## config.mk

```make
export PLATFORM = sky130hd
export DESIGN_NAME = active_device_monitor
export DESIGN_NICKNAME = d
export VERILOG_FILES = /design/src/rtl/active_device_monitor.sv
export SDC_FILE = /design/constraint.sdc
export NUM_CORES = 1
export LEC_CHECK = 0
export ABC_CLOCK_PERIOD_IN_PS = 5900
export BUFFER_PORTS_ARGS = -buffer_cell sky130_fd_sc_hd__buf_2
export CORE_ASPECT_RATIO = 1.25
export CORE_MARGIN = 2
export CORE_UTILIZATION = 40
export CTS_CLUSTER_SIZE = 8
export DETAILED_ROUTE_END_ITERATION = 12
export PLACE_DENSITY_LB_ADDON = 0.12
export SETUP_SLACK_MARGIN = 0.1
export SLEW_MARGIN = 5
export SYNTH_ARGS = -nofsm -noshare
export SYNTH_HDL_FRONTEND = slang
export SYNTH_SLANG_ARGS = --single-unit
export TNS_END_PERCENT = 100
```

## constraint.sdc

```tcl
create_clock -name clk -period 5.9 [get_ports clk]
set_input_delay 0.295 -clock clk [delete_from_list [all_inputs] [get_ports clk]]
set_output_delay 0.295 -clock clk [all_outputs]
set_load 0.05 [all_outputs]
```

## src/rtl/active_device_monitor.sv

```systemverilog
// -----------------------------------------------------------------------------
// active_device_monitor
//
// Tracks how many devices are currently active from per-channel on/off event
// strobes. Every cycle the net change (devices switched on minus devices
// switched off) is added to the running count, which saturates at 0 and at
// MAX_COUNT instead of wrapping. Saturation events are remembered in sticky
// ovf/udf flags, the highest count seen is kept in peak_out, and a two-state
// hysteresis FSM raises alarm at HI_THRESH and drops it at LO_THRESH.
//
// Ports:
//   clk         in   1      rising-edge clock
//   rst         in   1      asynchronous, active-high reset
//   change      in   N_CH   per-channel event strobe (1 = one device change)
//   on_off      in   N_CH   per-channel direction (1 = on/+1, 0 = off/-1)
//   clr_flags   in   1      clears ovf/udf and re-arms the peak tracker
//   counter_out out  WIDTH  active-device count (registered)
//   peak_out    out  WIDTH  highest count since reset or last clr_flags
//   alarm       out  1      high-occupancy alarm with hysteresis
//   ovf         out  1      sticky: a cycle's result exceeded MAX_COUNT
//   udf         out  1      sticky: a cycle's result went below zero
// -----------------------------------------------------------------------------
module active_device_monitor #(
  parameter int WIDTH     = 8,
  parameter int N_CH      = 4,
  parameter int MAX_COUNT = 2**WIDTH - 1,
  parameter int HI_THRESH = 200,
  parameter int LO_THRESH = 150
) (
  input  logic             clk,
  input  logic             rst,
  input  logic [N_CH-1:0]  change,
  input  logic [N_CH-1:0]  on_off,
  input  logic             clr_flags,
  output logic [WIDTH-1:0] counter_out,
  output logic [WIDTH-1:0] peak_out,
  output logic             alarm,
  output logic             ovf,
  output logic             udf
);

  // Width of a per-cycle popcount (0..N_CH).
  localparam int CW = $clog2(N_CH + 1);
  // Signed working width: count plus the largest possible step plus a sign
  // bit and one guard bit, so count + ups - downs can never wrap.
  localparam int SW = WIDTH + CW + 2;

  localparam logic signed [SW-1:0] MAX_S = SW'(MAX_COUNT);
  localparam logic [WIDTH-1:0]     MAX_W = WIDTH'(MAX_COUNT);
  localparam logic [WIDTH-1:0]     HI_W  = WIDTH'(HI_THRESH);
  localparam logic [WIDTH-1:0]     LO_W  = WIDTH'(LO_THRESH);

  typedef enum logic {
    NORMAL = 1'b0,
    ALARM  = 1'b1
  } state_t;

  logic [WIDTH-1:0]     r_count;
  logic [WIDTH-1:0]     r_peak;
  logic                 r_alarm;
  logic                 r_ovf;
  logic                 r_udf;
  state_t               r_state;

  logic [CW-1:0]        w_ups;
  logic [CW-1:0]        w_downs;
  logic signed [SW-1:0] w_raw;
  logic                 w_ovf_hit;
  logic                 w_udf_hit;
  logic [WIDTH-1:0]     w_next_count;

  // NOTE: every signal written here gets a default first, so no path through
  // the block leaves it unassigned and no latch is inferred.
  always_comb begin
    w_ups   = '0;
    w_downs = '0;
    for (int i = 0; i < N_CH; i++) begin
      if (change[i]) begin
        if (on_off[i]) w_ups   = w_ups   + CW'(1);
        else           w_downs = w_downs + CW'(1);
      end
    end

    w_raw     = $signed(SW'(r_count)) + $signed(SW'(w_ups)) - $signed(SW'(w_downs));
    w_ovf_hit = (w_raw > MAX_S);
    w_udf_hit = (w_raw < 0);

    if (w_udf_hit)      w_next_count = '0;
    else if (w_ovf_hit) w_next_count = MAX_W;
    else                w_next_count = w_raw[WIDTH-1:0];
  end

  // NOTE: sequential state uses non-blocking assignments so every register
  // samples the pre-edge values, independent of statement order.
  always_ff @(posedge clk or posedge rst) begin
    if (rst) begin
      r_count <= '0;
      r_peak  <= '0;
      r_ovf   <= 1'b0;
      r_udf   <= 1'b0;
      r_state <= NORMAL;
      r_alarm <= 1'b0;
    end else begin
      r_count <= w_next_count;

      // A flag whose condition occurs in the same cycle as clr_flags stays set.
      r_ovf <= w_ovf_hit | (r_ovf & ~clr_flags);
      r_udf <= w_udf_hit | (r_udf & ~clr_flags);

      // Peak tracks the count being loaded this edge, so it never lags.
      if (clr_flags || (w_next_count > r_peak)) r_peak <= w_next_count;

      // Thresholds are evaluated on the incoming count so alarm moves on the
      // same edge as counter_out crosses them.
      case (r_state)
        NORMAL: begin
          if (w_next_count >= HI_W) begin
            r_state <= ALARM;
            r_alarm <= 1'b1;
          end
        end
        ALARM: begin
          if (w_next_count <= LO_W) begin
            r_state <= NORMAL;
            r_alarm <= 1'b0;
          end
        end
        default: begin
          r_state <= NORMAL;
          r_alarm <= 1'b0;
        end
      endcase
    end
  end

  assign counter_out = r_count;
  assign peak_out    = r_peak;
  assign alarm       = r_alarm;
  assign ovf         = r_ovf;
  assign udf         = r_udf;

endmodule

```

### After elaboration in Yosys (flattened, before gate mapping)

Cells that the tools add are included.

| word-level totals | value |
|---|---|
| flip-flop bits (word level) | 20 |
| bits of input ports | 11 |
| output and inout port bits | 19 |
| word-level logic and storage cells | 53 |

| operators by class | value |
|---|---|
| add/subtract/negate cells | 8 |
| $lt $le $gt $ge | 5 |
| eq/ne operators | 2 |
| multiplexer cells | 24 |
| bitwise operators | 6 |
| reductions and logical operators | 2 |

Operator list:

| operator | count |
|---|---|
| $mux 3 | 12 |
| $add 3x1->3 const B | 6 |
| $mux 8 | 2 |
| $gt 10x9->1 const B | 1 |
| $lt 10x1->1 const B | 1 |
| $sub 9x3->10 | 1 |
| $add 8x3->9 | 1 |
| $ge 8x8->1 const B | 1 |
| $gt 8x8->1 | 1 |
| $le 8x8->1 const B | 1 |
| $mux 1 | 8 |
| $pmux 1 s2 | 2 |
| $and 1x1->1 | 2 |
| $ne 2x1->1 const B | 1 |
| $ne 2x2->1 const B | 1 |
| $not 1->1 | 2 |
| $or 1x1->1 | 2 |
| $reduce_and 2->1 | 1 |
| $logic_or 1x1->1 | 1 |

### Depth between registers and ports, before layout

Gate-level depths: netlist (run 1).

| logic depth | value |
|---|---|
| depth after elaboration | 19 |
| gate-level depth with buffers | 28 |
| gate-level depth less buffers | 28 |

### Least setup slack after synthesis (run 1)

No wires, ideal clock.

| timing | value |
|---|---|
| path type | input-to-reg |
| start point | input change[0] |
| end point | register r_peak[5] (netlist: peak_out[5]) |
| library setup time | 0.125 ns |
| arrival time | 5.807 ns |
| data required time | 5.775 ns |
| slack | -0.032 ns |
| stages on the path | 23 |
| cell sequence | nor2b_1 -> ha_1 -> mux2_2 -> ha_1 -> mux2_2 -> ha_1 -> mux2_2 -> fa_1 -> inv_1 -> fa_1 -> a211oi_2 -> o21ai_1 -> a2111oi_4 -> nor2_1 -> o21ai_0 -> and2_1 -> ha_1 -> nand2_1 -> nor2_1 -> and4_1 -> a21bo_1 -> a31oi_4 -> mux2_4 |

| between the ends | value |
|---|---|
| cells in the longest elaborated chain, start to end | 17 |
| elaborated cells on any way between the ends | 28 |

RTL lines:

| what | RTL line | text |
|---|---|---|
| start, declared | 32 | `input logic [N_CH-1:0] change,` |
| $mux 1 | 78 | `if (change[i]) begin` |
| $add 3x1->3 | 79 | `if (on_off[i]) w_ups = w_ups + CW'(1);` |
| $mux 3 | 79 |  |
| $mux 3 | 78 |  |
| $add 3x1->3 | 79 |  |
| $mux 3 | 79 |  |
| $mux 3 | 78 |  |
| $add 3x1->3 | 79 |  |
| [2 not listed] | -- |  |
| $add 8x3->9 | 84 | `w_raw = $signed(SW'(r_count)) + $signed(SW'(w_ups)) - $signed(SW'(w_downs));` |
| $sub 9x3->10 * | 84 |  |
| $gt 10x9->1 | 85 | `w_ovf_hit = (w_raw > MAX_S);` |
| $mux 8 | 89 | `else if (w_ovf_hit) w_next_count = MAX_W;` |
| $mux 8 * | 88 | `if (w_udf_hit) w_next_count = '0;` |
| named net w_next_count[7] | 70 | `logic [WIDTH-1:0] w_next_count;` |
| $gt 8x8->1 * | 111 | `if (clr_flags \|\| (w_next_count > r_peak)) r_peak <= w_next_count;` |
| $logic_or 1x1->1 * | 111 |  |
| end signal, assigned | 111 |  |
| end, declared | 59 | `logic [WIDTH-1:0] r_peak;` |

Mark *: on every way through the listed nets, which the timed path passes. The rest lies on a longest branch.
A chain may end at the register's enable or synchronous reset.

### Final worst setup path (run 1)

| timing | value |
|---|---|
| start point | input change[0] |
| end point | register r_alarm (netlist: alarm) |

| between the ends | value |
|---|---|
| cells in the longest elaborated chain, start to end | 18 |
| elaborated cells on any way between the ends | 31 |

RTL lines:

| what | RTL line | text |
|---|---|---|
| $mux 1 | 78 |  |
| $add 3x1->3 | 79 |  |
| $mux 3 | 79 |  |
| $mux 3 | 78 |  |
| $add 3x1->3 | 79 |  |
| $mux 3 | 79 |  |
| $mux 3 | 78 |  |
| $add 3x1->3 | 79 |  |
| [2 not listed] | -- |  |
| $add 8x3->9 | 84 |  |
| $sub 9x3->10 * | 84 |  |
| $gt 10x9->1 | 85 |  |
| $mux 8 | 89 |  |
| $mux 8 * | 88 |  |
| $ge 8x8->1 or $le 8x8->1 (tied branches) | 117, 123 |  |
| $ne 2x2->1 (no source line) or $ne 2x1->1 (tied branches) | -- |  |
| $reduce_and 2->1 (no source line) * | -- |  |
| end signal, assigned | 119 | `r_alarm <= 1'b1;` |
| end signal, assigned | 125 | `r_alarm <= 1'b0;` |
| end signal, assigned | 130 | `r_alarm <= 1'b0;` |
| end, declared | 60 | `logic r_alarm;` |

Every way passes the cells marked *; elsewhere a longest branch is shown, timed or not.

==> results of run 1 <==
## worst max path at each step
stage	cells after the start	end	slack, ns
detailed placement	25	peak_out[6]$_DFFE_PP0P_	-0.26
finish	30	alarm$_DFFE_PP0P_	0.26
CTS	25	peak_out[6]$_DFFE_PP0P_	0.11
global placement	25	peak_out[0]$_DFFE_PP0P_	-0.23
global route	25	peak_out[5]$_DFFE_PP0P_	0.08
floorplan	23	peak_out[5]$_DFFE_PP0P_	0.12
## final cells by class
cell class | instances | area (um2)
clock buffer | 3 | 41.3
inverter | 30 | 113
sequential | 20 | 500
tap | 58 | 72.6
fill | 434 | 1910
timing repair buffer | 69 | 458
multi-input combinational | 147 | 1370
## flip-flops by register name (all words and copies together) (netlist names)
signal       cells
peak_out         8
r_state          1
ovf              1
alarm            1
counter_out      8
udf              1
## Yosys cell counts (3+ instances only)
master,number
mux2_4,7
xor2_1,6
mux2_2,6
a21oi_1,8
nor2_1,15
nor2b_1,3
xnor2_1,5
a211oi_1,3
dfrtp_1,20
inv_1,30
ha_1,24
o21ai_0,7
nand3_1,7
and3_1,4
o211ai_1,3
fa_1,3
and2_1,4
nand2_1,8
## what timing repair did
| item | in CTS | in global routing |
|---|---|---|
| setup endpoints to repair | 7 | 9 |
| gates resized for setup | 9 | 18 |
| pin swaps | 9 | 16 |
| setup buffers | 13 | 5 |
## layer usage
layer | vias up | wire, um | global-route usage, %
li1 | 832 | - | -
met5 | - | 0 | 0
met2 | 22 | 2230 | 30.9
met4 | 0 | 45 | 4.79
met1 | 787 | 1980 | 22.3
met3 | 4 | 122 | 1.54
## stage by stage
stage | cell area [um2] | utilization, % | TNS (ns) | hold WS [ns] | setup slack [ns]
5_1_grt | 2550 | 57.2 | 0 | 0.240 | 0.0755
3_5_place_dp | 2260 | 50.7 | -1.94 | 0.468 | -0.264
6_report | 2550 | 57.2 | 0 | 0.156 | 0.258
3_3_place_gp | 2260 | 50.7 | -1.65 | 0.470 | -0.226
2_1_floorplan | 1870 | - | 0 | 0.259 | 0.118
4_1_cts | 2430 | 54.4 | 0 | 0.186 | 0.112
## kinds of logic after synthesis
group / after synthesis
AO/OA/AOI/OAI: 40
XOR/XNOR: 11
adder cells (fa/ha/maj): 27
buffers and inverters: 30
flip-flops: 20
multiplexers: 14
AND/OR/NAND/NOR: 55
==> impl_metrics.csv, run 1 <==
group,metric,value,unit
status,outcome,"completed",
worst_setup_path,crit_arrival,5.78,ns
placed_design,portBuffers,29,
route,drtIter0Drc,35,
synth,synth_fa_ha_area_share,19.4,%
route,firstDrtPassIters,4,
synth,synth.area.top_cells,"dfrtp_1 27%, ha_1 16%, inv_1 6.0%",
route,drc,0,
timing,fin_skew,0.00561,ns
worst_setup_path,startpoint,"change[0]",
route,avgViaCountPerCell,5.03,
grt,grt_overflow,0,
worst_setup_path,rr_worst_depth,18,
finish,diodes,0,
synth,ys_ff_latch,20,
grt,grt_max_degree,21,
synth,synthMuxAreaShare,9.81,%
synth,synth_top_family_by_area,"adder cells",
clock_tree,path_clk_slew,0.07,ns
grt,gr-usage-all-layers,17.4,%
timing,relSlewSlack,49.4,%
worst_setup_path,critical_path_buf_inv_count,14,
hold_path,worstHoldPathType,"in -> async",
placed_design,place_congestion,0.760,
timing,finalCritPeriodShare,95.6,%
finish,layout_commonest_cell,"buf_4",
worst_setup_path,critPathLaunchType,"primary input",
finish,fin_nets,309,
worst_setup_path,cp_max_fo,4,
clock_tree,clk_latency,0.26,ns
placed_design,post-place-cells,306,
job,maxCapViolCount,0,
worst_setup_path,r2r_slack,1.59,ns
finish,drive_gt1_share,42.0,%
worst_setup_path,end_kind,"flip-flop",
timing,final_hold_viol_count,0,
timing,setup_viol,0,
clock_tree,cts-buffers-inserted,3,
synth,avgSynthCellArea,9.45,um2
timing,period_needed,5.64,ns
worst_setup_path,cp.required,6.04,ns
synth,synth_flop_cell,"dfrtp_1",
synth,synthSimpleGateAreaFrac,16.0,%
worst_setup_path,r2r_start,"counter_out[2]$_DFF_PP0_",
floorplanning,fp.dieH,80.3,um
timing,rsz0062_at_grt,"no",
grt,antenna_found_initial,0,
placed_design,hpwl,3280,um
worst_setup_path,crit_top_cell,"buf_4",
route,num_vias,1645,
clock_tree,clock-sinks,20,
synth,synthArstFlopShare,100,%
clock_tree,cts_tree,"done",
clock_tree,cts_hold_buf,0,
worst_setup_path,path_class,"in -> reg",
grt,grt_pass1_vias,1662,
synth,synth-xor-area-share,5.17,%
finish,area_growth,37.0,%
worst_setup_path,rr_endpoint,"peak_out[5]$_DFFE_PP0P_",
floorplanning,coreArea,0.00446,mm2
synth,ys_warn_count,0,
clock_tree,clockRootBuffer,"clkbuf_8",
synth,synth_edf_count,0,
floorplanning,io-pin-count,30,
route,ant_nets,0,
timing,slew_viol_final,0,
worst_setup_path,cpPeakStageDelay,0.55,ns
route,routedWlPerCell,13.4,um
floorplanning,start_util,41.8,%
route,wirelength,4380,um
clock_tree,cts_max_path_buffers,2,
synth,yosysTopAreaCellShare,26.9,%
clock_tree,htreeDepth,1,
timing,max_slew.worst_pin.slew,0.758,ns
floorplanning,die_w,65.0,um
synth,synth.yosys.seq_area_share,26.9,%
synth,synth_cell_types,45,
synth,syn_inst,197,
finish,stdcell_count,327,
synth,synth_compound_area_share,16.7,%
synth,syn_area,0.00186,mm2
worst_setup_path,crit_path_top_delay_cell,"fa_1",
timing,max_freq,177,MHz
grt,grt_pass1_wl,7320,um
floorplanning,fp.dieArea,0.00522,mm2
synth,yosys.area.top_type,"dfrtp_1",
synth,syn_nets,235,
worst_setup_path,critPathTopFamily,"adder cells",
floorplanning,rows,27,
finish,final_cell_mix,"39 x buf_4, 29 x inv_1, 29 x buf_2",
Power of run 1 is left out: the tool's default activity adds up to more than one toggle a clock period on the data nets, which glitch-free logic cannot reach.
==> run 2: changes to the inputs <==
--- a/config.mk
+++ b/config.mk
@@ -12,10 +12,10 @@
 export CORE_UTILIZATION = 40
 export CTS_CLUSTER_SIZE = 8
 export DETAILED_ROUTE_END_ITERATION = 12
-export PLACE_DENSITY_LB_ADDON = 0.12
+export PLACE_DENSITY = 0.6
 export SETUP_SLACK_MARGIN = 0.1
 export SLEW_MARGIN = 5
 export SYNTH_ARGS = -nofsm -noshare
 export SYNTH_HDL_FRONTEND = slang
 export SYNTH_SLANG_ARGS = --single-unit
-export TNS_END_PERCENT = 100
+export TNS_END_PERCENT = 1
==> constraint.sdc (replaced) <==
create_clock -name clk -period 5.9 [get_ports clk]
set_input_delay 1.77 -clock clk [delete_from_list [all_inputs] [get_ports clk]]
set_output_delay 1.77 -clock clk [all_outputs]
set_load 0.05 [all_outputs]
==> impl_metrics.csv, run 2 (synthesis gave the netlist of run 1 again) <==
group,metric,value,unit
route,ant_nets,0,
clock_tree,cts_tree,"done",
placed_design,place_congestion,0.780,
floorplanning,coreArea,0.00446,mm2
floorplanning,io-pin-count,30,
grt,grt_pass1_vias,1717,
timing,relSlewSlack,49.3,%
floorplanning,fp.dieArea,0.00522,mm2
route,routedWlPerCell,13.3,um
job,maxCapViolCount,0,
route,wirelength,4580,um
clock_tree,clock-sinks,20,
timing,period_needed,6.95,ns
finish,fin_nets,325,
placed_design,dp_slack,-1.57,ns
clock_tree,cts_max_path_buffers,2,
worst_setup_path,cp.required,6.05,ns
worst_setup_path,path_class,"in -> reg",
worst_setup_path,rr_worst_depth,19,
clock_tree,cts-buffers-inserted,3,
worst_setup_path,critPathLaunchType,"primary input",
clock_tree,clockRootBuffer,"clkbuf_8",
grt,grt_max_degree,21,
route,drtIter0Drc,72,
grt,antenna_found_initial,0,
timing,setup_tns,-8.23,ns
timing,finalCritPeriodShare,118,%
finish,multi_input_area,0.00150,mm2
timing,setup_viol,8,
route,drc,0,
worst_setup_path,crit_arrival,7.10,ns
clock_tree,htreeDepth,1,
finish,final_cell_mix,"53 x buf_4, 28 x inv_1, 27 x buf_2",
status,violations,"negative setup slack",
grt,gr-usage-all-layers,18.1,%
route,avgViaCountPerCell,5.02,
timing,max_slew.worst_pin.slew,0.759,ns
timing,final_hold_viol_count,0,
finish,num-fill-cells,385,
finish,diodes,0,
hold_path,worstHoldPathType,"reg -> reg",
timing,slew_viol_final,0,
floorplanning,fp.dieH,80.3,um
timing,fin_skew,0.00136,ns
route,num_vias,1726,
route,firstDrtPassIters,4,
finish,drive_gt1_share,50.7,%
finish,ff_latch_area,500,um2
clock_tree,clk_latency,0.26,ns
hold_path,hold_depth,2,
floorplanning,die_w,65.0,um
grt,grt_overflow,0,
timing,max_freq,144,MHz
clock_tree,path_clk_slew,0.08,ns
placed_design,portBuffers,29,
grt,grt_pass1_wl,7600,um
clock_tree,cts_hold_buf,0,
finish,final_area,0.00286,mm2
timing,rsz0062_at_grt,"yes",
worst_setup_path,cp_max_fo,7,
worst_setup_path,end_kind,"flip-flop",
finish,area_growth,53.7,%
finish,layout_commonest_cell,"buf_4",
placed_design,place_area,0.00246,mm2
placed_design,hpwl,3420,um
floorplanning,start_util,41.8,%
status,outcome,"complete, but fails checks",
timing,worst_slack,-1.05,ns
floorplanning,rows,27,
-- run 2: cell count changes in the layout (fill, tap and decap cells not counted), sizes merged --
cell,delta
bufinv,+1
buf,+16
-- run 2: path summary, 6_finish.rpt --
check                                    startpoint                        to  slack, ns
max reg2reg                counter_out[1]$_DFF_PP0_   peak_out[4]$_DFFE_PP0P_       1.65
max                                       on_off[0]   peak_out[4]$_DFFE_PP0P_      -1.05
min                                   udf$_DFF_PP0_             udf$_DFF_PP0_       0.54
min in group asynchronous                       rst   peak_out[3]$_DFFE_PP0P_       1.63
min reg2reg                           udf$_DFF_PP0_             udf$_DFF_PP0_       0.54
max in group asynchronous                       rst  counter_out[3]$_DFF_PP0_       3.80
-- run 2: critical path: stages --
cell,delay (ns)
buf_6,0.10
nor2b_4,0.12
ha_4,0.20
mux2_4,0.27
ha_4,0.21
mux2_4,0.27
ha_4,0.21
mux2_4,0.27
fa_1,0.50
inv_2,0.05
fa_2,0.42
a211oi_4,0.27
o21ai_2,0.12
a2111oi_4,0.40
buf_4,0.19
nor2_2,0.05
buf_6,0.14
a21oi_4,0.12
ha_1,0.13
nand2_1,0.07
nor2_2,0.15
and4_1,0.22
a21bo_1,0.23
a31oi_4,0.16
buf_12,0.15
mux2_4,0.30
-- run 2: area by class of cell --
type | count | area share, %
flip-flops and latches | 20 | 17.5
multi-input cells | 147 | 52.6
clock inverters | 1 | 1.05
repair buffers | 85 | 20.9
inverters | 30 | 4.02
clock buffers | 3 | 1.44
well taps | 58 | 2.54
-- run 2: what timing repair did --
item,in CTS,in global routing
pin swaps,18,17
resized for setup,17,24
buffers inserted,7,7
endpoints found under the setup margin,11,16
endpoints found under the hold margin,0,0
-- run 2: routing by layer --
metal | global-route usage (%) | wire (um) | up-vias
met4 | 4.38 | 61 | 0
li1 | - | - | 869
met1 | 24.5 | 2080 | 826
met3 | 0.560 | 90 | 6
met5 | 0 | 0 | -
met2 | 32.1 | 2350 | 25
-- run 2: through the flow --
| stage | std cells | util, % | hold WS (ns) |
|---|---|---|---|
| 2_1_floorplan | 197 | - | 0.558 |
| 6_report | 344 | 64.2 | 0.538 |
| 3_5_place_dp | 326 | 55.2 | 0.521 |
| 5_1_grt | 344 | 64.2 | 0.558 |
| 3_3_place_gp | 326 | 55.2 | 0.517 |
| 4_1_cts | 337 | 60.0 | 0.539 |
Power of run 2 is left out for the same reason.
==> run 3: changes to the inputs <==
--- a/config.mk
+++ b/config.mk
@@ -14,6 +14,7 @@
 export DETAILED_ROUTE_END_ITERATION = 12
 export PLACE_DENSITY = 0.6
 export SETUP_SLACK_MARGIN = 0.1
+export SKIP_CTS_REPAIR_TIMING = 1
 export SLEW_MARGIN = 5
 export SYNTH_ARGS = -nofsm -noshare
 export SYNTH_HDL_FRONTEND = slang
==> impl_metrics.csv, run 3 (synthesis gave the netlist of run 1 again) <==
group,metric,value,unit
worst_setup_path,critical_path_buf_inv_count,5,
floorplanning,rows,27,
grt,grt_pass1_wl,7320,um
status,violations,"negative setup slack",
clock_tree,clock-sinks,20,
floorplanning,coreArea,0.00446,mm2
route,routedWlPerCell,13.0,um
finish,diodes,0,
worst_setup_path,startpoint,"change[0]",
timing,rsz0062_at_grt,"yes",
route,ant_nets,0,
status,outcome,"complete, but fails checks",
finish,num-fill-cells,391,
timing,period_needed,7.00,ns
route,num_vias,1692,
timing,setup_tns,-8.63,ns
timing,relSlewSlack,48.8,%
hold_path,hold_depth,2,
finish,utilization,63.0,%
timing,slew_viol_final,0,
hold_path,min_from,"udf$_DFF_PP0_",
worst_setup_path,r2r_slack,1.64,ns
timing,max_slew.worst_pin.slew,0.767,ns
clock_tree,path_clk_slew,0.07,ns
clock_tree,clk_latency,0.26,ns
route,wirelength,4400,um
placed_design,place_congestion,0.780,
floorplanning,io-pin-count,30,
clock_tree,htreeDepth,1,
clock_tree,cts-buffers-inserted,3,
floorplanning,start_util,41.8,%
worst_setup_path,critPathTopFamily,"adder cells",
timing,max_freq,143,MHz
job,maxCapViolCount,0,
floorplanning,fp.dieH,80.3,um
grt,grt_overflow,0,
placed_design,dp_slack,-1.57,ns
timing,worst_slack,-1.10,ns
route,drtIter0Drc,61,
clock_tree,cts_max_path_buffers,2,
finish,layout_commonest_cell,"buf_4",
placed_design,hpwl,3420,um
worst_setup_path,cpPeakStageDelay,0.52,ns
clock_tree,clockRootBuffer,"clkbuf_8",
worst_setup_path,rr_endpoint,"peak_out[1]$_DFFE_PP0P_",
finish,drive_gt1_share,51.2,%
hold_path,holdPathEnd,"udf$_DFF_PP0_",
timing,fin_skew,0.00108,ns
grt,gr-usage-all-layers,17.4,%
worst_setup_path,crit_path_top_delay_cell,"fa_1",
timing,finalCritPeriodShare,119,%
route,drc,0,
route,avgViaCountPerCell,4.99,
floorplanning,fp.dieArea,0.00522,mm2
placed_design,portBuffers,29,
finish,fin_nets,320,
route,firstDrtPassIters,4,
worst_setup_path,rr_worst_depth,18,
grt,grt_max_degree,21,
worst_setup_path,path_class,"in -> reg",
grt,grt_pass1_vias,1685,
hold_path,worstHoldPathType,"reg -> reg",
grt,antenna_found_initial,0,
worst_setup_path,critPathLaunchType,"primary input",
timing,setup_viol,8,
worst_setup_path,cp.required,6.05,ns
worst_setup_path,cp_max_fo,7,
floorplanning,die_w,65.0,um
clock_tree,cts_tree,"done",
finish,area_growth,50.9,%
worst_setup_path,r2r_start,"counter_out[1]$_DFF_PP0_",
finish,final_cell_mix,"50 x buf_4, 28 x inv_1, 27 x buf_2",
worst_setup_path,crit_arrival,7.14,ns
worst_setup_path,end_kind,"flip-flop",
timing,final_hold_viol_count,0,
## run 3: area by class of cell
type                    instances  area [um2]  share of cell area (%)
repair buffers                 80         553                    19.7
clock buffers                   3        41.3                    1.47
inverters                      30         115                    4.10
flip-flops and latches         20         500                    17.8
well taps                      58        72.6                    2.58
clock inverters                 1        30.0                    1.07
multi-input cells             147        1500                    53.3
## run 3: worst reg2reg max path, cell delays in order (launching register included)
cell and delay (ns):
dfrtp_1 0.36, inv_1 0.06, fa_1 0.55, inv_2 0.05, fa_2 0.37, a211oi_4 0.30, o21ai_2 0.13, a2111oi_4 0.35
buf_4 0.20, or2_4 0.13, nor2_1 0.04, nor2_1 0.13, inv_1 0.10, ha_4 0.27, and4_1 0.22, a21bo_1 0.24
a31oi_4 0.21, buf_12 0.15, mux2_4 0.30
## run 3: metal layers
layer / wire length (um) / share of wire [%] / global-route usage [%]
met3: 113 / 2.6 / 0.700
met1: 2030 / 46 / 23.2
met4: 40 / 0.91 / 5.00
met2: 2220 / 50 / 30.4
met5: 0 / 0 / 0
## run 3: worst max path at each step
stage | to | slack (ns) | cells past startpoint
CTS | peak_out[1]$_DFFE_PP0P_ | -1.32 | 25
floorplan | peak_out[5]$_DFFE_PP0P_ | -1.17 | 23
global route | peak_out[1]$_DFFE_PP0P_ | -1.27 | 25
finish | peak_out[1]$_DFFE_PP0P_ | -1.10 | 25
global placement | peak_out[7]$_DFFE_PP0P_ | -1.52 | 25
detailed placement | peak_out[1]$_DFFE_PP0P_ | -1.57 | 25
## run 3: through the flow
step	cells	instance area, um2	hold WS, ns
5_1_grt	339	2810	0.558
6_report	339	2810	0.535
4_1_cts	330	2530	0.539
2_1_floorplan	197	1920	0.558
3_5_place_dp	326	2460	0.521
3_3_place_gp	326	2460	0.517
Power of run 3 is left out for the same reason.
